==> src/rtl/adder_pkg.sv <==
// Shared definitions for the adder family: FSM encoding and legal operand widths.
package adder_pkg;

  localparam logic ST_IDLE = 1'b0;
  localparam logic ST_RUN  = 1'b1;

  localparam int unsigned ADDER_WIDTH_MIN = 2;
  localparam int unsigned ADDER_WIDTH_MAX = 64;

  typedef enum logic {
    StIdle = ST_IDLE,
    StRun  = ST_RUN
  } state_e;

  // True when w is a supported operand width.
  function automatic bit width_legal(input int unsigned w);
    return (w >= ADDER_WIDTH_MIN) && (w <= ADDER_WIDTH_MAX);
  endfunction

endpackage

==> src/rtl/full_adder.sv <==
// Single-bit combinational full-adder cell.
module full_adder (
  input  logic i_a,
  input  logic i_b,
  input  logic i_cin,
  output logic o_sum,
  output logic o_carry
);

  // Sum is the parity of the inputs, carry is their majority.
  always_comb begin
    o_sum   = i_a ^ i_b ^ i_cin;
    o_carry = (i_a & i_b) | (i_a & i_cin) | (i_b & i_cin);
  end

endmodule

==> src/rtl/serial_adder.sv <==
// Bit-serial adder: one full-adder cell processes WIDTH bits LSB first, one bit per clock.
module serial_adder
  import adder_pkg::*;
#(
  parameter int unsigned WIDTH = 8
) (
  input  logic             i_clk,
  input  logic             i_rst,
  input  logic             i_start,
  input  logic [WIDTH-1:0] i_a,
  input  logic [WIDTH-1:0] i_b,
  input  logic             i_cin,
  output logic             o_busy,
  output logic             o_done,
  output logic [WIDTH-1:0] o_sum,
  output logic             o_cout
);

  localparam int unsigned CntW = $clog2(WIDTH);
  localparam logic [CntW-1:0] LastCnt = CntW'(WIDTH - 1);

  if (!width_legal(WIDTH)) begin : g_width_check
    $error("serial_adder: WIDTH out of supported range");
  end

  state_e          r_state;
  state_e          w_state_next;
  logic [WIDTH-1:0] r_a;
  logic [WIDTH-1:0] r_b;
  logic [WIDTH-1:0] r_res;
  logic [WIDTH-1:0] r_sum;
  logic [CntW-1:0]  r_count;
  logic             r_carry;
  logic             r_cout;
  logic             r_done;

  logic w_load;
  logic w_step;
  logic w_last;
  logic w_s;
  logic w_c;

  full_adder u_fa (
    .i_a    (r_a[0]),
    .i_b    (r_b[0]),
    .i_cin  (r_carry),
    .o_sum  (w_s),
    .o_carry(w_c)
  );

  // State register.
  always_ff @(posedge i_clk or posedge i_rst) begin
    if (i_rst) begin
      r_state <= StIdle;
    end else begin
      r_state <= w_state_next;
    end
  end

  // Next-state and datapath controls; start is only honoured in idle.
  always_comb begin
    w_state_next = r_state;
    w_load       = 1'b0;
    w_step       = 1'b0;
    w_last       = 1'b0;
    case (r_state)
      StIdle: begin
        if (i_start) begin
          w_load       = 1'b1;
          w_state_next = StRun;
        end
      end
      StRun: begin
        w_step = 1'b1;
        if (r_count == LastCnt) begin
          w_last       = 1'b1;
          w_state_next = StIdle;
        end
      end
      default: w_state_next = StIdle;
    endcase
  end

  // Operand/result shifting, carry and counter; outputs update only on the last bit.
  always_ff @(posedge i_clk or posedge i_rst) begin
    if (i_rst) begin
      r_a     <= '0;
      r_b     <= '0;
      r_res   <= '0;
      r_sum   <= '0;
      r_count <= '0;
      r_carry <= 1'b0;
      r_cout  <= 1'b0;
      r_done  <= 1'b0;
    end else begin
      r_done <= w_last;
      if (w_load) begin
        r_a     <= i_a;
        r_b     <= i_b;
        r_carry <= i_cin;
        r_count <= '0;
      end else if (w_step) begin
        r_a     <= r_a >> 1;
        r_b     <= r_b >> 1;
        r_res   <= {w_s, r_res[WIDTH-1:1]};
        r_carry <= w_c;
        r_count <= r_count + CntW'(1);
      end
      if (w_last) begin
        r_sum  <= {w_s, r_res[WIDTH-1:1]};
        r_cout <= w_c;
      end
    end
  end

  assign o_busy = (r_state == StRun);
  assign o_done = r_done;
  assign o_sum  = r_sum;
  assign o_cout = r_cout;

endmodule

==> config.mk <==
export PLATFORM = sky130hd
export DESIGN_NAME = serial_adder
export DESIGN_NICKNAME = d
export VERILOG_FILES = /design/src/rtl/adder_pkg.sv /design/src/rtl/full_adder.sv /design/src/rtl/serial_adder.sv
export SDC_FILE = /design/constraint.sdc
export NUM_CORES = 1
export LEC_CHECK = 0
export ABC_AREA = 0
export BUFFER_PORTS_ARGS = -buffer_cell sky130_fd_sc_hd__buf_2
export CAP_MARGIN = 30
export CORE_MARGIN = 10
export CORE_UTILIZATION = 50
export CTS_BUF_LIST = sky130_fd_sc_hd__clkbuf_8
export DETAILED_ROUTE_END_ITERATION = 10
export PLACE_DENSITY = 0.73
export SETUP_SLACK_MARGIN = 0.15
export SLEW_MARGIN = 30
export SYNTH_ARGS = -nofsm -noshare
export SYNTH_HDL_FRONTEND = slang
export SYNTH_SLANG_ARGS = --single-unit
==> constraint.sdc <==
create_clock -name i_clk -period 2 [get_ports i_clk]
set_clock_uncertainty 0.05 [all_clocks]
set_input_delay 0 -clock i_clk [delete_from_list [all_inputs] [get_ports i_clk]]
set_output_delay 0 -clock i_clk [all_outputs]
set_load 0.01 [all_outputs]
Yosys cells after proc, flatten, opt, wreduce, memory -nomap -nowiden
Cells that the tools add are included.
W data, S select, Z words.
{"block": "classes", "addsub": 1, "multipliers": 0, "n_eq_ne": 1, "div_mod_pow": 0, "n_mux": 15, "n_lt_le_gt_ge": 0, "bitwise": 9, "reduce_logical": 2, "n_shift": 0}
{"operator": "$mux W8", "count": 4}
{"operator": "$mux W1", "count": 8}
{"operator": "$mux W3", "count": 2}
{"operator": "$add A3 B1 Y3 const B", "count": 1}
{"operator": "$and A1 B1 Y1", "count": 3}
{"operator": "$eq A3 B3 Y1 const B", "count": 1}
{"operator": "$not A1 Y1", "count": 2}
{"operator": "$or A1 B1 Y1", "count": 2}
{"operator": "$pmux W1 S2", "count": 1}
{"operator": "$reduce_and A2 Y1", "count": 1}
{"operator": "$reduce_bool A2 Y1", "count": 1}
{"operator": "$xor A1 B1 Y1", "count": 2}
{"block": "word_totals", "register_bits": 39, "word_cells": 37, "ram_bits": 0, "inputBits": 20, "mem_count": 0, "output_inout_bits": 11, "romBits": 0, "latch_bits": 0}

Depth between registers and ports, before layout
{"block": "depth", "word_depth": 5, "ltp_mapped": 4, "mapped_depth_nobuf": 4}

By module
Synthesis repeated with hierarchy kept, for this count alone.
{"block": "hier_totals", "cells_unflattened": 123, "area_unflattened_um2": 1674.1}
{"module": "serial_adder", "instances": 1, "area_per_inst_um2": 1654.1, "seq_area_each_um2": 950.9, "cells_per_inst": 122}
{"module": "full_adder", "instances": 1, "area_per_inst_um2": 20.0, "seq_area_each_um2": 0.0, "cells_per_inst": 1}

Worst setup path after synthesis
Ideal clock, no wire load.
{"block": "synth_timing", "path_type": "register -> register", "from": "register r_count[0]", "to": "register r_cout (netlist: o_cout)", "path_stages_with_launch": 5, "n_path_buf": 0, "required_time_ns": 1.825, "arrival_ns": 1.222, "path_slack_ns": 0.603, "synth_period_minus_slack_ns": 1.397, "setup_time_ns": 0.125, "path_cell_list": "dfrtp_1 > ha_1 > ha_1 > nand2_8 > mux2_4"}
{"block": "synth_via", "elab_chain_cells": 3}
{"element": "from (decl)", "line_no": "serial_adder.sv:32", "text": "logic [CntW-1:0] r_count;"}
{"element": "from (signal assigned)", "line_no": "serial_adder.sv:107", "text": "r_count <= r_count + CntW'(1);"}
{"element": "$eq A3 B3 Y1", "line_no": "serial_adder.sv:75", "text": "if (r_count == LastCnt) begin"}
{"element": "$mux W1", "line_no": "serial_adder.sv:75"}
{"element": "$mux W1", "line_no": "serial_adder.sv:66", "text": "case (r_state)"}
{"element": "to (signal assigned)", "line_no": "serial_adder.sv:111", "text": "r_cout <= w_c;"}
{"element": "to (decl)", "line_no": "serial_adder.sv:34", "text": "logic r_cout;"}
No other way between the ends.
A chain may end at the register's enable or synchronous reset.

Worst setup path after layout
{"block": "layout_timing", "from": "register r_count[0]", "to": "register r_sum[1] (netlist: o_sum[1])"}
{"block": "layout_via", "elab_chain_cells": 3}
{"element": "$eq A3 B3 Y1", "line_no": "serial_adder.sv:75"}
{"element": "$mux W1", "line_no": "serial_adder.sv:75"}
{"element": "$mux W1", "line_no": "serial_adder.sv:66"}
{"element": "to (signal assigned)", "line_no": "serial_adder.sv:110", "text": "r_sum <= {w_s, r_res[WIDTH-1:1]};"}
{"element": "to (decl)", "line_no": "serial_adder.sv:31", "text": "logic [WIDTH-1:0] r_sum;"}
No other way between the ends.

==> results.toml <==
[clock_network]
tritoncts_clock_tree = "yes"
worst_setup_hold_path_clk_slew_ns = 0.07
htreeDepth = 2
ctsLongestPathBuffers = 2
clk_root_buffer_cell = "clkbuf_8"
cts.sink_count = 38
clock_insertion_delay_worst_skew_ns = 0.28
cts_hold_buffers_added = 16
post_cts_resized = 0
postCtsSetupRepairBufs = 0
numCtsBuffers = 5

[yosys]
synth.yosys.warnings = 0
syn-instance-count = 124
synth.most_common_cell = "dfrtp_1"
ys_top_cells_by_area = "dfrtp_1 57%, mux2i_1 11%, mux2_4 11%"
syn-num-nets = 147
ys_seq_area_frac = 0.572
synthDominantAreaCellType = "dfrtp_1"
ys_types = 17
ys_top_cells_by_count = "38 x dfrtp_1, 18 x mux2i_1, 16 x nand2_1, 16 x o21ai_0, 12 x mux2_4"
synth_area_mm2 = 0.00166
ys_seq_elements = 38
synthesis.area_per_instance_um2 = 13.4
post-synth-top-area-fraction = 0.572
synth-async-reset-ratio = 1.00
most_used_dff_post_synth = "dfrtp_1"
synth-edff-count = 0

[power_and_ir_drop]
power_density_mw_per_mm2 = 1380
netSwitchingFraction = 0.319
power.share.combinational = 0.367
switchingPower_uw = 923
power.share.sequential = 0.449
p_int_mw = 1.97
leakagePower_nw = 1.09
p_clk_frac = 0.184
max-vdd-ir-drop_mv = 0.682

[worst_setup_path]
cpPeakStageDelay_ns = 0.39
critical_path.cell_chain = "ha_1 -> ha_1 -> nand2_8 -> mux2_4"
timing_worst_setup_path_type = "flop to flop"
kind_of_cell_adding_the_most_delay_to_the_critical_path = "adder cells"
reg2regPathDepth = 4
worst_setup_path_start_kind = "flop"
critical_path.endpoint_type = "flop"
cp.arrival_ns = 1.57
critical_path_cell_count = 4
worst-endpoint-required_ns = 2.12
path_common_cell = "ha_1"
buffer_and_inverter_count_on_the_worst_path = 0
crit_fanout = 10
crit_slowest_cell = "dfrtp_1"

[floorplanning]
die_h_um = 77.7
die_area_mm2 = 0.00603
ioPinCount = 31
start_util = 0.532
row_count = 20
coreArea_mm2 = 0.00313
die_x_um = 77.7

[detailed_routing]
finalWirelength_um = 2940
routed_via_density = 4.82
wl_per_cell_um = 13.5
first_iter_violations = 42
detail_route.first_pass.iterations = 4
drc = 0
vias = 1050
ant_nets = 0

[sta]
max_freq_mhz = 690
finalCriticalPeriod_ns = 1.45
worst_slew_margin_rel = 0.645
grt_setup_unrepaired = "false"
fin_crit_sh = 0.724
worstMarginPinSlew_ns = 0.532
final_max_slew_viol_count = 0
finalSetupViolations = 0
fin_tns_setup_ns = 0
hold_viol_final = 0

[place]
dpl.cell_count = 194
portBuffers = 30
globalplace.congestion = 0.695
dpl.hpwl_um = 2050

[cells_and_area]
final_cells = 218
ff_latch_area_um2 = 951
antenna_cells = 0
nNetsFinal = 196
multiInputGateArea_um2 = 648
area_growth_syn_to_layout_pct = 25.9
fillerInstances = 245
post_route_cells_drive_above_1_share = 0.339

[global_route]
grt_usage = 0.104
number_of_antenna_violations_at_the_first_check_in_global_routing = 0
grt_first_pass_wirelength_um = 5120
grt.overflow.total = 0
via_count_of_the_first_global_routing_pass = 1143
grt_start_max_net_pins = 39

[min_path]
hold_path_class = "primary input to flop"
holdPathStages = 3

[outcome]
status = "completed"

[job]
maxCapViolations = 0
[routing by layer]
layer  routed length [um]  GRT usage
met3                  226     0.0553
met2                 1430      0.173
met4                   41     0.0438
met1                 1250      0.107
met5                    0          0
[cell families after synthesis]
kind of cell / Yosys count / synth area share
compound gates: 17 / 0.0534
simple gates: 21 / 0.0587
fa+ha+maj: 3 / 0.0271
buf+inv: 10 / 0.0384
mux: 35 / 0.251
flops: 38 / 0.572
[layout by cell type, fill, tap and decap left out, drive strengths merged]
master,n
clkinv,1
mux2i,18
nor2,3
nand2,17
fa,1
clkinvlp,1
nand2b,1
o21ai,16
clkbuf,6
buf,33
dfrtp,38
dlygate4sd3,16
mux2,17
ha,2
a22o,1
inv,3
[worst reg2reg max path, delay by kind of cell, from the launching register on]
kind | cells | cell delay, ns
flops | 1 | 0.39
simple gates | 1 | 0.14
fa+ha+maj | 2 | 0.45
mux | 1 | 0.31
[final timing paths]
| kind | from | slack, ns | to |
|---|---|---|---|
| max | r_count[0]$_DFFE_PP0P_ | 0.55 | o_sum[1]$_DFFE_PP0P_ |
| min | i_a[2] | 0.002 | r_a[2]$_DFFE_PP0P_ |
| max reg2reg | r_count[0]$_DFFE_PP0P_ | 0.55 | o_sum[1]$_DFFE_PP0P_ |
| min reg2reg | r_a[2]$_DFFE_PP0P_ | 0.43 | r_a[1]$_DFFE_PP0P_ |
| max in group asynchronous | i_rst | 1.26 | r_a[7]$_DFFE_PP0P_ |
| min in group asynchronous | i_rst | 0.32 | o_sum[5]$_DFFE_PP0P_ |
[stage by stage]
stage | worst slack [ns] | total power [mW] | utilization | hold slack (ns) | instance area (um^2)
floorplan | 0.603 | 2.12 | - | 0.106 | 1660
CTS | 0.542 | 2.94 | 0.669 | 0.00523 | 2090
global placement | 0.578 | 2.30 | 0.588 | 0.0739 | 1840
global route | 0.506 | 3.12 | 0.669 | 0.0149 | 2090
finish | 0.551 | 2.89 | 0.669 | 0.00197 | 2090
detailed placement | 0.543 | 2.37 | 0.588 | 0.0826 | 1840
[final cells by class]
class | instances | area share
Sequential cell | 38 | 0.454
Tap cell | 44 | 0.0263
Timing Repair Buffer | 49 | 0.159
Clock buffer | 6 | 0.0395
Clock inverter | 2 | 0.00598
Multi-Input combinational cell | 76 | 0.310
Inverter | 3 | 0.00538
[power by group through the flow]
stage               sequential [mW]  clock (mW)  combinational [mW]
floorplan                      1.31           0               0.809
global placement               1.29           0                1.01
detailed placement             1.32           0                1.05
CTS                            1.30       0.555                1.08
global route                   1.34       0.594                1.19
finish                         1.30       0.532                1.06
[sequential cells by signal (all words and copies together) (netlist names)]
signal   cells
o_sum        8
r_a          8
r_b          8
r_res        7
r_count      3
o_busy       1
o_cout       1
o_done       1
r_carry      1
Note: power is estimated with default switching activity, not from simulation.
